[src/rtl/hit_judge_if.sv]
// Hit-judge bus: timing strobes and button in, judgement and combo out.
// The master side drives the stimulus. The judge itself is the slave.
interface hit_judge_if;
   logic       tick;
   logic       note_arrive;
   logic       btn;
   logic [1:0] current_state;
   logic [1:0] judge;
   logic       miss;
   logic [7:0] combo;
   logic [7:0] max_combo;

   modport master (
      output tick, note_arrive, btn, current_state,
      input  judge, miss, combo, max_combo
   );

   modport slave (
      input  tick, note_arrive, btn, current_state,
      output judge, miss, combo, max_combo
   );
endinterface

[src/rtl/hit_judge.sv]
// Rhythm-game timing judge: opens a tick-counted window per note, classifies the
// press as early/perfect/late or miss, and keeps a saturating combo and its maximum.
module hit_judge #(
   parameter int unsigned EARLY_T    = 3,
   parameter int unsigned PERFECT_T  = 4,
   parameter int unsigned WINDOW_T   = 12,
   parameter logic [1:0]  PLAY_STATE = 2'b01
) (
   input  logic     clk,
   input  logic     reset,
   hit_judge_if.slave bus
);

   typedef enum logic {IDLE, OPEN} state_t;

   localparam logic [8:0] EARLY_END   = 9'(EARLY_T);
   localparam logic [8:0] PERFECT_END = 9'(EARLY_T + PERFECT_T);
   localparam logic [7:0] LAST_E      = 8'(WINDOW_T - 1);

   state_t     state_q, state_d;
   logic [7:0] e_q, e_d;
   logic       btn_prev_q, btn_prev_d;
   logic       play_prev_q, play_prev_d;
   logic [1:0] judge_q, judge_d;
   logic       miss_q, miss_d;
   logic [7:0] combo_q, combo_d;
   logic [7:0] max_combo_q, max_combo_d;

   logic       play;
   logic       press;
   logic       hit;
   logic [7:0] combo_base;
   logic [7:0] max_base;

   function automatic logic [1:0] zone_of(input logic [7:0] e);
      if ({1'b0, e} < EARLY_END)        return 2'b01;
      else if ({1'b0, e} < PERFECT_END) return 2'b11;
      else                              return 2'b10;
   endfunction

   // NOTE: every variable gets a default at the top of always_comb so no path
   // leaves one unassigned, which would otherwise infer a latch.
   always_comb begin
      play        = (bus.current_state == PLAY_STATE);
      press       = bus.btn & ~btn_prev_q;
      btn_prev_d  = bus.btn;
      play_prev_d = play;
      state_d     = state_q;
      e_d         = e_q;
      judge_d     = 2'b00;
      miss_d      = 1'b0;
      combo_d     = combo_q;
      max_combo_d = max_combo_q;
      hit         = 1'b0;
      // Entering play starts a fresh run: the first play cycle judges against cleared counts.
      combo_base  = play_prev_q ? combo_q     : 8'd0;
      max_base    = play_prev_q ? max_combo_q : 8'd0;

      if (play) begin
         combo_d     = combo_base;
         max_combo_d = max_base;
         case (state_q)
            IDLE: begin
               if (bus.note_arrive) begin
                  e_d = 8'd0;
                  if (press) begin
                     hit     = 1'b1;
                     judge_d = zone_of(8'd0);
                  end else begin
                     state_d = OPEN;
                  end
               end
            end
            OPEN: begin
               // A press always settles the old note before any overrun or expiry.
               if (press) begin
                  hit     = 1'b1;
                  judge_d = zone_of(e_q);
                  e_d     = 8'd0;
                  state_d = bus.note_arrive ? OPEN : IDLE;
               end else if (bus.note_arrive) begin
                  miss_d  = 1'b1;
                  e_d     = 8'd0;
                  state_d = OPEN;
               end else if (bus.tick) begin
                  if (e_q == LAST_E) begin
                     miss_d  = 1'b1;
                     e_d     = 8'd0;
                     state_d = IDLE;
                  end else begin
                     e_d = e_q + 8'd1;
                  end
               end
            end
            default: state_d = IDLE;
         endcase

         if (hit) combo_d = (combo_base == 8'hFF) ? 8'hFF : combo_base + 8'd1;
         if (miss_d) combo_d = 8'd0;
         if (combo_d > max_base) max_combo_d = combo_d;
      end else begin
         state_d = IDLE;
         e_d     = 8'd0;
      end
   end

   // NOTE: sequential state uses non-blocking assignments only, so every flop
   // samples the values computed before this edge regardless of statement order.
   always_ff @(posedge clk or negedge reset) begin
      if (!reset) begin
         state_q     <= IDLE;
         e_q         <= 8'd0;
         btn_prev_q  <= 1'b0;
         play_prev_q <= 1'b0;
         judge_q     <= 2'b00;
         miss_q      <= 1'b0;
         combo_q     <= 8'd0;
         max_combo_q <= 8'd0;
      end else begin
         state_q     <= state_d;
         e_q         <= e_d;
         btn_prev_q  <= btn_prev_d;
         play_prev_q <= play_prev_d;
         judge_q     <= judge_d;
         miss_q      <= miss_d;
         combo_q     <= combo_d;
         max_combo_q <= max_combo_d;
      end
   end

   assign bus.judge     = judge_q;
   assign bus.miss      = miss_q;
   assign bus.combo     = combo_q;
   assign bus.max_combo = max_combo_q;

endmodule

[src/flat_wrapper.sv]
// flat-port wrapper written by rule: the top's interface ports become plain ports
module hit_judge_flat 
#(
   parameter int unsigned EARLY_T    = 3,
   parameter int unsigned PERFECT_T  = 4,
   parameter int unsigned WINDOW_T   = 12,
   parameter logic [1:0]  PLAY_STATE = 2'b01
)
  (clk, reset, bus_tick, bus_note_arrive, bus_btn, bus_current_state, bus_judge, bus_miss, bus_combo, bus_max_combo);
  hit_judge_if bus_i ();
  input  logic clk;
  input  logic reset;
  input wire logic [$bits(bus_i.tick)-1:0] bus_tick;
  input wire logic [$bits(bus_i.note_arrive)-1:0] bus_note_arrive;
  input wire logic [$bits(bus_i.btn)-1:0] bus_btn;
  input wire logic [$bits(bus_i.current_state)-1:0] bus_current_state;
  output wire logic [$bits(bus_i.judge)-1:0] bus_judge;
  output wire logic [$bits(bus_i.miss)-1:0] bus_miss;
  output wire logic [$bits(bus_i.combo)-1:0] bus_combo;
  output wire logic [$bits(bus_i.max_combo)-1:0] bus_max_combo;
  assign bus_i.tick = bus_tick;
  assign bus_i.note_arrive = bus_note_arrive;
  assign bus_i.btn = bus_btn;
  assign bus_i.current_state = bus_current_state;
  assign bus_judge = bus_i.judge;
  assign bus_miss = bus_i.miss;
  assign bus_combo = bus_i.combo;
  assign bus_max_combo = bus_i.max_combo;
  hit_judge #(.EARLY_T(EARLY_T), .PERFECT_T(PERFECT_T), .WINDOW_T(WINDOW_T), .PLAY_STATE(PLAY_STATE)) u_core (.clk(clk), .reset(reset), .bus(bus_i));
endmodule
[config.mk]
export PLATFORM = sky130hd
export DESIGN_NAME = hit_judge_flat
export DESIGN_NICKNAME = d
export VERILOG_FILES = /design/src/rtl/hit_judge_if.sv /design/src/rtl/hit_judge.sv /design/src/flat_wrapper.sv
export SDC_FILE = /design/constraint.sdc
export NUM_CORES = 1
export LEC_CHECK = 0
export ABC_AREA = 1
export CAP_MARGIN = 5
export CORE_UTILIZATION = 50
export DETAILED_ROUTE_END_ITERATION = 8
export HOLD_SLACK_MARGIN = 0.03
export PLACE_DENSITY = 0.74
export SETUP_SLACK_MARGIN = 0.3
export SYNTH_ARGS = -nofsm -noshare
export SYNTH_HDL_FRONTEND = slang
export SYNTH_SLANG_ARGS = --single-unit
[constraint.sdc]
create_clock -name clk -period 3.4 [get_ports clk]
set_clock_uncertainty 0.15 [all_clocks]
set_input_delay 0.51 -clock clk [delete_from_list [all_inputs] [get_ports clk]]
set_output_delay 0.51 -clock clk [all_outputs]
set_load 0.05 [all_outputs]
Word level (Yosys, flattened, before mapping)

Index checks and enable logic that the tools add are counted.

Register bits: 30
Input bits: 7
Output and inout bits: 19
Logic and storage cells: 63

$add $sub $neg: 2
$lt $le $gt $ge: 3
Eq/ne operators: 5
Mux-type cells: 41
Bitwise operators: 3
Reduce and logical (&&, ||, !) cells: 1

Operators with widths:

| operator                                           | count |
|---|---|
| 2-to-1 mux 8 bit                                   | 13 |
| 2-to-1 mux 1 bit                                   | 20 |
| adder 8 x 1 -> 8 bit, second input constant        | 2 |
| case mux 8 bit (2 select lines)                    | 1 |
| == test 8 x 4 -> 1 bit, second input constant      | 1 |
| == test 8 bit, second input constant               | 1 |
| > comparator 8 bit                                 | 1 |
| < comparator 8 x 2 -> 1 bit, second input constant | 1 |
| < comparator 8 x 3 -> 1 bit, second input constant | 1 |
| 2-to-1 mux 2 bit                                   | 4 |
| inequality test 5 bit, second input constant       | 1 |
| case mux 1 bit (2 select lines)                    | 2 |
| case mux 2 bit (2 select lines)                    | 1 |
| inequality test 3 bit, second input constant       | 1 |
| == test 2 x 1 -> 1 bit, second input constant      | 1 |
| NOT 1 bit                                          | 2 |
| AND reduction 2 bit                                | 1 |
| AND 1 bit                                          | 1 |

Longest topological paths before layout

Gate-level depths: netlist of run 1.

Depth in word-level cells: 11
Depth in mapped cells: 22
Depth with buffers taken out: 21

Worst setup path before layout of run 1

Ideal clock, no wire load.

Path kind: reg-to-reg
Start point: register u_core.combo_q[1], in the netlist u_core.bus.combo[1]
End point: register u_core.max_combo_q[2], in the netlist u_core.bus.max_combo[2]
Data arrival time: 2.510 ns
Data required time: 3.184 ns
Slack: 0.674 ns
Cell stages (with the launch flop): 16
Buffers on the path: 0
Period minus slack after synthesis: 2.726 ns
Path through: dfrtp_1 -> nand2_1 -> nor2_4 -> nand3_1 -> o21ai_1 -> nand2_1 -> inv_1 -> ha_1 -> a21o_1 -> nor2_1 -> nand2_1 -> nand2_1 -> inv_1 -> nand2_1 -> nand3_1 -> nand2_1

Longest elaborated chain between the ends: 8

Ends and longest elaborated chain:

| what                                                  | RTL line         | text |
|---|---|---|
| from (decl)                                           | hit_judge.sv:26  | `logic [7:0] combo_q, combo_d;` |
| from (signal assigned)                                | hit_judge.sv:126 | `combo_q <= combo_d;` |
| 2-to-1 mux 8 bit (*)                                  | hit_judge.sv:56  | `combo_base = play_prev_q ? combo_q : 8'd0;` |
| adder 8 x 1 -> 8 bit or == test 8 bit (tied branches) | hit_judge.sv:98  | `if (hit) combo_d = (combo_base == 8'hFF) ? 8'hFF : combo_base + 8'd1;` |
| 2-to-1 mux 8 bit                                      | hit_judge.sv:98  |  |
| 2-to-1 mux 8 bit (*)                                  | hit_judge.sv:98  |  |
| 2-to-1 mux 8 bit (*)                                  | hit_judge.sv:99  | `if (miss_d) combo_d = 8'd0;` |
| 2-to-1 mux 8 bit (*)                                  | hit_judge.sv:59  | `if (play) begin` |
| > comparator 8 bit                                    | hit_judge.sv:100 | `if (combo_d > max_base) max_combo_d = combo_d;` |
| 2-to-1 mux 8 bit (*)                                  | hit_judge.sv:100 |  |
| to (signal assigned)                                  | hit_judge.sv:127 | `max_combo_q <= max_combo_d;` |
| to (decl)                                             | hit_judge.sv:27  | `logic [7:0] max_combo_q, max_combo_d;` |

Mark *: on every way between the ends. The rest lies on a longest branch, timed or not. The select of a mux whose other input is x is not followed.
A chain may end at the register's enable or synchronous reset.

Worst setup path after layout of run 1

Start point: register u_core.play_prev_q
End point: register u_core.max_combo_q[6], in the netlist u_core.bus.max_combo[6]

Longest elaborated chain between the ends: 8

Ends and longest elaborated chain:

| what                                                  | RTL line         | text |
|---|---|---|
| from (decl)                                           | hit_judge.sv:23  | `logic play_prev_q, play_prev_d;` |
| from (signal assigned)                                | hit_judge.sv:123 | `play_prev_q <= play_prev_d;` |
| 2-to-1 mux 8 bit                                      | hit_judge.sv:56  |  |
| adder 8 x 1 -> 8 bit or == test 8 bit (tied branches) | hit_judge.sv:98  |  |
| 2-to-1 mux 8 bit (2 in a row)                         | hit_judge.sv:98  |  |
| 2-to-1 mux 8 bit                                      | hit_judge.sv:99  |  |
| 2-to-1 mux 8 bit                                      | hit_judge.sv:59  |  |
| > comparator 8 bit                                    | hit_judge.sv:100 |  |
| 2-to-1 mux 8 bit (*)                                  | hit_judge.sv:100 |  |

Marked as above.

==> results of run 1 <==
per-layer routing:
layer | up-vias | share of wire | GRT usage | wire length (um)
met5 | - | 0 | 0 | 0
met4 | 0 | 0.013 | 0.0909 | 54
met3 | 4 | 0.046 | 0.0482 | 199
met2 | 40 | 0.43 | 0.359 | 1880
met1 | 815 | 0.51 | 0.325 | 2190
li1 | 969 | - | - | -
metrics by stage:
stage	total power [mW]	instance area [um^2]	worst slack (ps)	utilization
2_1_floorplan	0.700	1920	674	-
3_3_place_gp	0.833	2270	200	0.614
3_5_place_dp	0.837	2270	111	0.614
4_1_cts	1.21	2380	404	0.645
5_1_grt	1.28	2410	346	0.654
6_report	1.21	2410	694	0.654
state kept, by name, summed over array words and instances (netlist names):
name / flops
u_core.btn_prev_q: 1
u_core.bus.combo: 8
u_core.bus.judge: 2
u_core.bus.max_combo: 8
u_core.bus.miss: 1
u_core.e_q: 8
u_core.play_prev_q: 1
u_core.state_q: 1
placed cells by master, fill, tap and decap left out, types with 2 or more instances in the layout:
cell type,instances
nor2_1,19
o21ai_1,7
nand3_1,28
dlymetal6s2s_1,2
nor3_1,6
a21oi_1,5
inv_2,2
inv_1,32
nand2_1,110
buf_4,9
dfrtp_1,30
ha_1,9
clkbuf_8,6
nand4_1,4
clkdlybuf4s50_1,23
o21ai_0,8
nor2_4,2
area by class of cell:
cell class | count | area (um^2) | share of cell area
clock buffers | 6 | 82.6 | 0.0343
clock inverters | 1 | 30.0 | 0.0125
inverters | 34 | 128 | 0.0529
multi-input cells | 211 | 1030 | 0.426
flip-flops and latches | 30 | 751 | 0.311
well taps | 48 | 60.1 | 0.0249
repair buffers | 35 | 334 | 0.139
cell families after synthesis:
| logic type | Yosys count | share of synthesized area |
|---|---|---|
| AOI/OAI and AO/OA | 25 | 0.0702 |
| xor gates and xnor gates | 1 | 0.00455 |
| adders and majority gates | 9 | 0.0585 |
| DFF | 30 | 0.390 |
| and+or+nand+nor | 176 | 0.391 |
| buffers and inverters | 40 | 0.0852 |
power groups by stage:
stage | registers, mW | clock network [mW] | logic (mW)
after floorplan | 0.551 | 0 | 0.149
after global placement | 0.431 | 0 | 0.402
after detailed placement | 0.431 | 0 | 0.406
after CTS | 0.425 | 0.372 | 0.409
after global routing | 0.431 | 0.384 | 0.463
final | 0.425 | 0.364 | 0.418
worst min path at each step:
| stage | start | end | cells past startpoint |
|---|---|---|---|
| finish | bus_btn | u_core.btn_prev_q | 1 |
| detailed placement | u_core.bus.max_combo[5] | u_core.bus.max_combo[5] | 2 |
| global placement | u_core.bus.max_combo[0] | u_core.bus.max_combo[0] | 2 |
| global route | bus_btn | u_core.btn_prev_q | 1 |
| CTS | u_core.bus.max_combo[5] | u_core.bus.max_combo[5] | 2 |
| floorplan | reset | u_core.btn_prev_q | 0 |
timing repair:
action,CTS,global route
resized for setup,0,8
setup buffers,0,1
setup endpoints to repair,0,8
worst register-to-register path: cells and delay by family (launching register included):
kind / cells / cell delay, ps
buf+inv: 3 / 500
fa+ha+maj: 1 / 240
simple gates: 15 / 1230
flops: 1 / 480
==> flow_metrics.env, run 1 <==
export IMPL_critPathMaxFanout=14
export IMPL_ys_async_sr_fraction=1.00
export IMPL_synth_commonest_cells="nand2_1 (111), inv_1 (33), dfrtp_1 (30)"
export IMPL_p_int_mw=0.769
export IMPL_portBuffers=25
export IMPL_status="finished clean"
export IMPL_synth_area_um2=1920
export IMPL_syn_area_per_cell_um2=6.85
export IMPL_p_leak_nw=1.31
export IMPL_switching_share=0.363
export IMPL_dr_pass1_iters=4
export IMPL_setup_viol_count_final=0
export IMPL_syn_num_nets=297
export IMPL_dp_hpwl_um=3080
export IMPL_synth_distinct_cells=28
export IMPL_vias=1828
export IMPL_endpoint_kind="flip-flop"
export IMPL_nNetsFinal=333
export IMPL_reg2reg_to="u_core.bus.max_combo[6]"
export IMPL_ir_worst_vdd_uv=415
export IMPL_p_seq_frac=0.352
export IMPL_cts_tree="yes"
export IMPL_hold_violations=0
export IMPL_power_frac_comb=0.347
export IMPL_core_area_um2=3690
export IMPL_pwr_density_cell_nw_per_um2=501
export IMPL_n_antenna_cell=0
export IMPL_die_h_um=64.0
export IMPL_reg2reg_slack_ps=690
export IMPL_die_area_um2=4100
export IMPL_p_switching_mw=0.438
export IMPL_grt_use_total=0.235
export IMPL_clkLatencyLatePin_ps=280
export IMPL_cp_cell_sequence="buf_4, nand3_1, nor3_1, nand3_1, nand2_1, nand2_1, inv_1, ha_1, nand2_1, nand2_1, nand2_1, nand2_1, nand2_1, nand2_1, nand2_1, buf_6, nand2_1, nand3_1, nand2_1"
export IMPL_area_growth_pct=25.3
export IMPL_finalCritPeriodShare=0.796
export IMPL_netlist_top_cells_area="dfrtp_1 (39%), nand2_1 (22%), nand3_1 (7.3%)"
export IMPL_critPathMaxStageDelay_ps=480
export IMPL_start_util=0.522
export IMPL_drcViolationCount=0
export IMPL_drive_gt1_frac=0.0883
export IMPL_fmax_mhz=370
export IMPL_grt_start_max_net_pins=31
export IMPL_crit_path_end="u_core.bus.max_combo[6]"
export IMPL_min_period_ps=2710
export IMPL_ys_warn_count=0
export IMPL_worst_pin_slew_ps=493
export IMPL_drtIter0Drc=157
export IMPL_yosys_register_bits=30
export IMPL_grt_pass1_wl_um=7380
export IMPL_cts_max_path_buffers=2
export IMPL_path_clk_slew_ps=70
export IMPL_synthMostInstantiatedCell="nand2_1"
export IMPL_syn_inst=281
export IMPL_cpLargestDelayFamily="simple AND/OR/NAND/NOR gates"
export IMPL_wl_per_cell_um=11.8
export IMPL_cp_buffers_inverters=3
export IMPL_post_synth_top_area_cell="dfrtp_1"
export IMPL_critPathArrivalTime_ps=2730
export IMPL_worst_hold_slack_ps=275
export IMPL_rsz0062_at_grt="no"
export IMPL_final_setup_tns_ps=0
export IMPL_drt_wl_total_um=4320
export IMPL_slew_headroom=0.671
export IMPL_finalWeightedCongestion=0.862
export IMPL_synthFlopType="dfrtp_1"
export IMPL_synth_top_area_frac=0.390
export IMPL_clockPowerShare=0.302
export IMPL_critPathMostFrequentCell="nand2_1"
export IMPL_synth_edff_count=0
export IMPL_worstReg2RegStart="u_core.play_prev_q"
export IMPL_critPathLaunch="u_core.play_prev_q"
export IMPL_cts_root_buf="clkbuf_8"
export IMPL_slew_viol_final=0
export IMPL_fill_cells=336
export IMPL_grt_remaining_overflow=0
export IMPL_htree_levels=2
export IMPL_hold_path_class="primary input to flip-flop"
export IMPL_antenna_found_initial=0
export IMPL_startpoint_type="flip-flop"
export IMPL_row_count=22
export IMPL_cp_depth=19
export IMPL_instances_no_fill=365
export IMPL_grt_pass1_vias=1665
export IMPL_numClockSinks=30
export IMPL_worstPathRequired_ps=3420
export IMPL_die_x_um=64.0
export IMPL_antenna_left=0
export IMPL_maxCapViolations=0
export IMPL_cp_slowest_cell="dfrtp_1"
export IMPL_cts_buffers=5
export IMPL_ys_seq_area_frac=0.390
export IMPL_pin_count=26
export IMPL_dpl_cell_count=357
export IMPL_crit_type="flip-flop to flip-flop"
export IMPL_vias_per_cell=5.01
export IMPL_postCtsHoldBufs=0
export IMPL_ff2ff_path_depth=19
No activity file was read; power rests on OpenSTA's default activity.
==> run 2, diff against run 1 <==
CORE_UTILIZATION = 49   (was 50)
PLACE_DENSITY = 0.75   (was 0.74)
clock period = 2.3 ns   (was 3.4 ns; I/O delays follow)
==> run 2 against run 1 <==
The flow now finishes with violations (negative setup slack). Sequential share of layout area shrank 8.5 points. Worst hold slack worse by 43 ps. Flip-flop and latch count is the same. Critical path depth decreased by 1. Setup slack lost 1300 ps. First-iteration DRC count rose to 3.1 times the previous value. Via count increased by 52%. Fmax down 6.0%. Global-route usage rose by 14 points. Register-to-register slack lost 1300 ps.
==> flow_metrics.env, run 2 (synthesized netlist as in run 1, its figures left out) <==
export IMPL_status="complete, but fails checks"
export IMPL_violations="negative setup slack"
export IMPL_antenna_left=0
export IMPL_hold_violations=0
export IMPL_crit_type="flip-flop to flip-flop"
export IMPL_wl_per_cell_um=21.6
export IMPL_critPathArrivalTime_ps=2950
export IMPL_worst_slack_ps=-577
export IMPL_setup_viol_count_final=10
export IMPL_startpoint_type="flip-flop"
export IMPL_finalPower_mw=1.96
export IMPL_numClockSinks=30
export IMPL_die_area_um2=4180
export IMPL_worst_pin_slew_ps=523
export IMPL_dp_hpwl_um=3580
export IMPL_vias_per_cell=6.30
export IMPL_worstPathRequired_ps=2370
export IMPL_final_cell_area_um2=3370
export IMPL_cp_buffers_inverters=2
export IMPL_vias=2786
export IMPL_reg2reg_slack_ps=-580
export IMPL_row_count=22
export IMPL_htree_levels=2
export IMPL_grt_pass1_vias=2468
export IMPL_hold_path_class="primary input to flip-flop"
export IMPL_dpl_cell_area_um2=2570
export IMPL_nNetsFinal=409
export IMPL_grt_remaining_overflow=0
export IMPL_slew_viol_final=0
export IMPL_grt_use_total=0.371
export IMPL_final_setup_tns_ps=-4440
export IMPL_cts_buffers=5
export IMPL_grt_pass1_wl_um=11600
export IMPL_die_x_um=64.7
export IMPL_endpoint_kind="flip-flop"
export IMPL_n_antenna_cell=0
export IMPL_fill_cells=156
export IMPL_start_util=0.518
export IMPL_fmax_mhz=348
export IMPL_grt_start_max_net_pins=31
export IMPL_cts_root_buf="clkbuf_8"
export IMPL_drcViolationCount=0
export IMPL_drtIter0Drc=494
export IMPL_fin_util=0.907
export IMPL_mostFrequentLayoutCell="nand2_1"
export IMPL_pwr_density_cell_nw_per_um2=582
export IMPL_dr_pass1_iters=6
export IMPL_cpLargestDelayFamily="simple AND/OR/NAND/NOR gates"
export IMPL_ir_worst_vdd_uv=576
export IMPL_cp_slowest_cell="dfrtp_2"
export IMPL_final_cell_mix="nand2_1 (87), buf_4 (77), dfrtp_1 (20)"
export IMPL_cts_tree="yes"
export IMPL_area_growth_pct=75.1
export IMPL_antenna_found_initial=0
export IMPL_drt_wl_total_um=9550
export IMPL_finalCritPeriodShare=1.25
export IMPL_instances_no_fill=442
export IMPL_min_period_ps=2880
export IMPL_rsz0062_at_grt="yes"
export IMPL_die_h_um=64.7
export IMPL_critPathMostFrequentCell="nand2_1"
export IMPL_finalWeightedCongestion=0.883
export IMPL_critPathMaxStageDelay_ps=520
export IMPL_cts_max_path_buffers=2
export IMPL_drive_gt1_frac=0.462
export IMPL_cp_cell_sequence="nand2_4, nor2_4, nand2_1, nand2_1, nand2_1, nand2_1, nand2_2, inv_2, ha_4, a21oi_2, nand2_1, nand2_1, nand2_2, nand2_4, inv_6, nand2_1, nand3_1, nand2_1"
export IMPL_path_clk_slew_ps=80
export IMPL_pin_count=26
export IMPL_p_leak_nw=1.77
export IMPL_clkLatencyLatePin_ps=300
export IMPL_slew_headroom=0.653
export IMPL_maxCapViolations=0
export IMPL_core_area_um2=3720
export IMPL_dpl_cell_count=395
export IMPL_critPathMaxFanout=8
export IMPL_portBuffers=25
==> run 2: power breakdown <==
part	total, mW	internal, mW	switching, mW
Clock	0.475	0.242	0.233
Combinational	0.848	0.267	0.581
Sequential	0.637	0.584	0.0532
Total	1.96	1.09	0.867
==> run 2: final cells by class <==
type	count	area [um^2]	share of cell area
clock buffer	7	86.3	0.0256
timing repair buffer	110	913	0.271
sequential	30	763	0.227
tap	48	60.1	0.0178
clock inverter	1	5.00	0.00149
multi-input combinational	212	1410	0.417
inverter	34	135	0.0401
==> run 2: metal layers <==
layer	track usage	up-vias	share of wire
met5	0	-	0
met4	0.206	0	0.083
met3	0.0669	102	0.10
met2	0.611	277	0.46
met1	0.456	1291	0.36
li1	-	1116	-
==> run 2: timing repair <==
item,CTS,global route
hold buffers,0,0
gates resized for setup,68,53
pin swaps,22,22
cloned,2,0
buffers inserted,28,9
setup endpoints to repair,15,19
==> run 2: through the flow <==
stage	hold slack (ps)	setup WS [ps]
after detailed placement	346	-635
after global placement	343	-597
after global routing	248	-598
after CTS	172	-67.3
after floorplan	-101	-52.0
final	232	-577
==> run 2: worst paths after layout <==
kind,start,endpoint,cells past startpoint
worst max-delay path,u_core.play_prev_q,u_core.bus.max_combo[3],18
worst min-delay path,bus_btn,u_core.btn_prev_q,1
worst max register to register,u_core.play_prev_q,u_core.bus.max_combo[3],18
worst min register to register,u_core.bus.max_combo[7],u_core.bus.max_combo[7],2
max in group asynchronous,reset,u_core.bus.combo[0],2
min in group asynchronous,reset,u_core.play_prev_q,2
==> run 3, diff against run 2 <==
CAP_MARGIN = not set   (was 5)
CORE_MARGIN = 3   (was not set)
GPL_TIMING_DRIVEN = 0   (was not set)
==> run 3 against run 2 <==
The flow still finishes with violations (negative setup slack). Count of clock-buffer cells in the layout down 2. Via count down 20%. Die area up 13%. Setup slack better by 330 ps. Wire length down 34%. Combinational power down 12%. Sequential share of layout area up 3.5 points. Worst hold slack worse by 20 ps. Sequential power down 0.9%. Clock power up 12%. Non-clock buffer count down 43. Largest cell class unchanged.
==> flow_metrics.env, run 3 (synthesized netlist as in run 1, its figures left out) <==
export IMPL_drt_wl_total_um=6260
export IMPL_grt_start_max_net_pins=31
export IMPL_grt_pass1_vias=1995
export IMPL_htree_levels=2
export IMPL_status="complete, but fails checks"
export IMPL_dp_hpwl_um=3280
export IMPL_die_area_um2=4710
export IMPL_instances_no_fill=400
export IMPL_drtIter0Drc=292
export IMPL_nNetsFinal=367
export IMPL_drcViolationCount=0
export IMPL_numClockSinks=30
export IMPL_pwr_density_cell_nw_per_um2=653
export IMPL_cts_buffers=5
export IMPL_row_count=22
export IMPL_mostFrequentLayoutCell="nand2_1"
export IMPL_fmax_mhz=393
export IMPL_core_area_um2=3720
export IMPL_cp_slowest_cell="dfrtp_1"
export IMPL_grt_use_total=0.266
export IMPL_worst_pin_slew_ps=678
export IMPL_p_leak_nw=1.62
export IMPL_critPathMaxStageDelay_ps=340
export IMPL_rsz0062_at_grt="yes"
export IMPL_start_util=0.518
export IMPL_finalWeightedCongestion=0.860
export IMPL_slew_viol_final=0
export IMPL_n_antenna_cell=0
export IMPL_drive_gt1_frac=0.369
export IMPL_clkLatencyLatePin_ps=290
export IMPL_finalPower_mw=1.91
export IMPL_path_clk_slew_ps=70
export IMPL_dr_pass1_iters=6
export IMPL_portBuffers=25
export IMPL_wl_per_cell_um=15.6
export IMPL_cts_max_path_buffers=2
export IMPL_die_h_um=68.7
export IMPL_cpLargestDelayFamily="simple AND/OR/NAND/NOR gates"
export IMPL_fin_util=0.786
export IMPL_ir_worst_vdd_uv=467
export IMPL_fill_cells=223
export IMPL_grt_pass1_wl_um=9230
export IMPL_pin_count=26
export IMPL_violations="negative setup slack"
export IMPL_dpl_cell_count=354
export IMPL_cts_tree="yes"
export IMPL_cp_cell_sequence="inv_2, nand2_4, inv_2, nor3_4, buf_4, o21ai_4, nand3_2, inv_1, ha_1, nand2_2, nor2_4, nand4_1, nand2_4, inv_8, nand2_2, nand3_2, nand2_1"
export IMPL_maxCapViolations=0
export IMPL_worstPathRequired_ps=2380
export IMPL_critPathArrivalTime_ps=2630
export IMPL_hold_violations=0
export IMPL_finalCritPeriodShare=1.11
export IMPL_min_period_ps=2540
export IMPL_setup_viol_count_final=9
export IMPL_vias_per_cell=5.58
export IMPL_slew_headroom=0.548
export IMPL_worst_slack_ps=-244
export IMPL_vias=2233
export IMPL_final_cell_mix="nand2_1 (88), buf_4 (32), nand2_2 (23)"
export IMPL_area_growth_pct=51.8
export IMPL_endpoint_kind="flip-flop"
export IMPL_final_setup_tns_ps=-1950
export IMPL_startpoint_type="flip-flop"
export IMPL_antenna_left=0
export IMPL_crit_type="flip-flop to flip-flop"
export IMPL_antenna_found_initial=0
export IMPL_cts_root_buf="clkbuf_8"
export IMPL_critPathMaxFanout=8
export IMPL_grt_remaining_overflow=0
export IMPL_cp_buffers_inverters=5
export IMPL_hold_path_class="primary input to flip-flop"
export IMPL_die_x_um=68.7
## run 3: changes by cell type in the layout (fill, tap and decap cells not counted), moves of 4 or more
| cell | change |
|---|---|
| buf_4 | -45 |
| ha_1 | +4 |
| nand2_4 | -8 |
| nand2_2 | +7 |
| dlymetal6s2s_1 | +5 |
| ha_4 | -5 |
| clkdlybuf4s50_1 | -4 |
## run 3: what timing repair did
item	4_1_cts	5_1_grt
endpoints found under the setup margin	13	18
setup buffers	24	10
cloned	2	1
hold buffers	0	1
resized for setup	58	39
endpoints found under the hold margin	0	30
pin swaps	18	16
## run 3: power by group
group / leakage (nW) / switching (mW) / internal, mW / total [mW]
logic: 1.17 / 0.513 / 0.230 / 0.743
clock network: 0.0579 / 0.215 / 0.319 / 0.534
registers: 0.391 / 0.0474 / 0.584 / 0.631
## run 3: worst register-to-register path, delay by kind of cell, from the launching register on
kind	cells	cell delay (ps)
DFF	1	340
and+or+nand+nor	10	1220
AOI/OAI and AO/OA	1	80
buffers and inverters	5	410
adders and majority gates	1	290
## run 3: path summary, 6_finish.rpt
check / startpoint / to / slack [ps] / cells past startpoint
min in group asynchronous: reset / u_core.bus.max_combo[6] / 490 / 2
worst max-delay path: u_core.btn_prev_q / u_core.bus.max_combo[2] / -240 / 17
worst min-delay path: bus_btn / u_core.btn_prev_q / 210 / 1
worst min register to register: u_core.bus.max_combo[3] / u_core.bus.max_combo[3] / 350 / 2
worst max register to register: u_core.btn_prev_q / u_core.bus.max_combo[2] / -240 / 17
max in group asynchronous: reset / u_core.bus.combo[1] / 1040 / 2
## run 3: layout make-up
type	instances	area (um^2)	share of cell area
plain buffers	6	46.3	0.0159
clock buffers	5	68.8	0.0236
clock inverters	3	40.0	0.0137
inverters	34	135	0.0463
multi-input cells	213	1270	0.434
flip-flops and latches	30	763	0.261
well taps	48	60.1	0.0206
repair buffers	61	538	0.184
## run 3: through the flow
stage	setup slack (ps)	hold slack [ps]	cell area [um^2]
after global routing	-407	211	2920
final	-244	212	2920
after floorplan	-52.0	-101	1940
after detailed placement	-825	344	2250
after global placement	-780	341	2250
after CTS	-142	215	2720
## run 3: per-layer routing
| metal | vias up | track usage | part of all wire | wire length, um |
|---|---|---|---|---|
| met5 | - | 0 | 0 | 0 |
| met2 | 134 | 0.429 | 0.48 | 3010 |
| met1 | 1028 | 0.340 | 0.40 | 2500 |
| met4 | 0 | 0.114 | 0.034 | 210 |
| met3 | 33 | 0.0583 | 0.087 | 542 |
| li1 | 1038 | - | - | - |
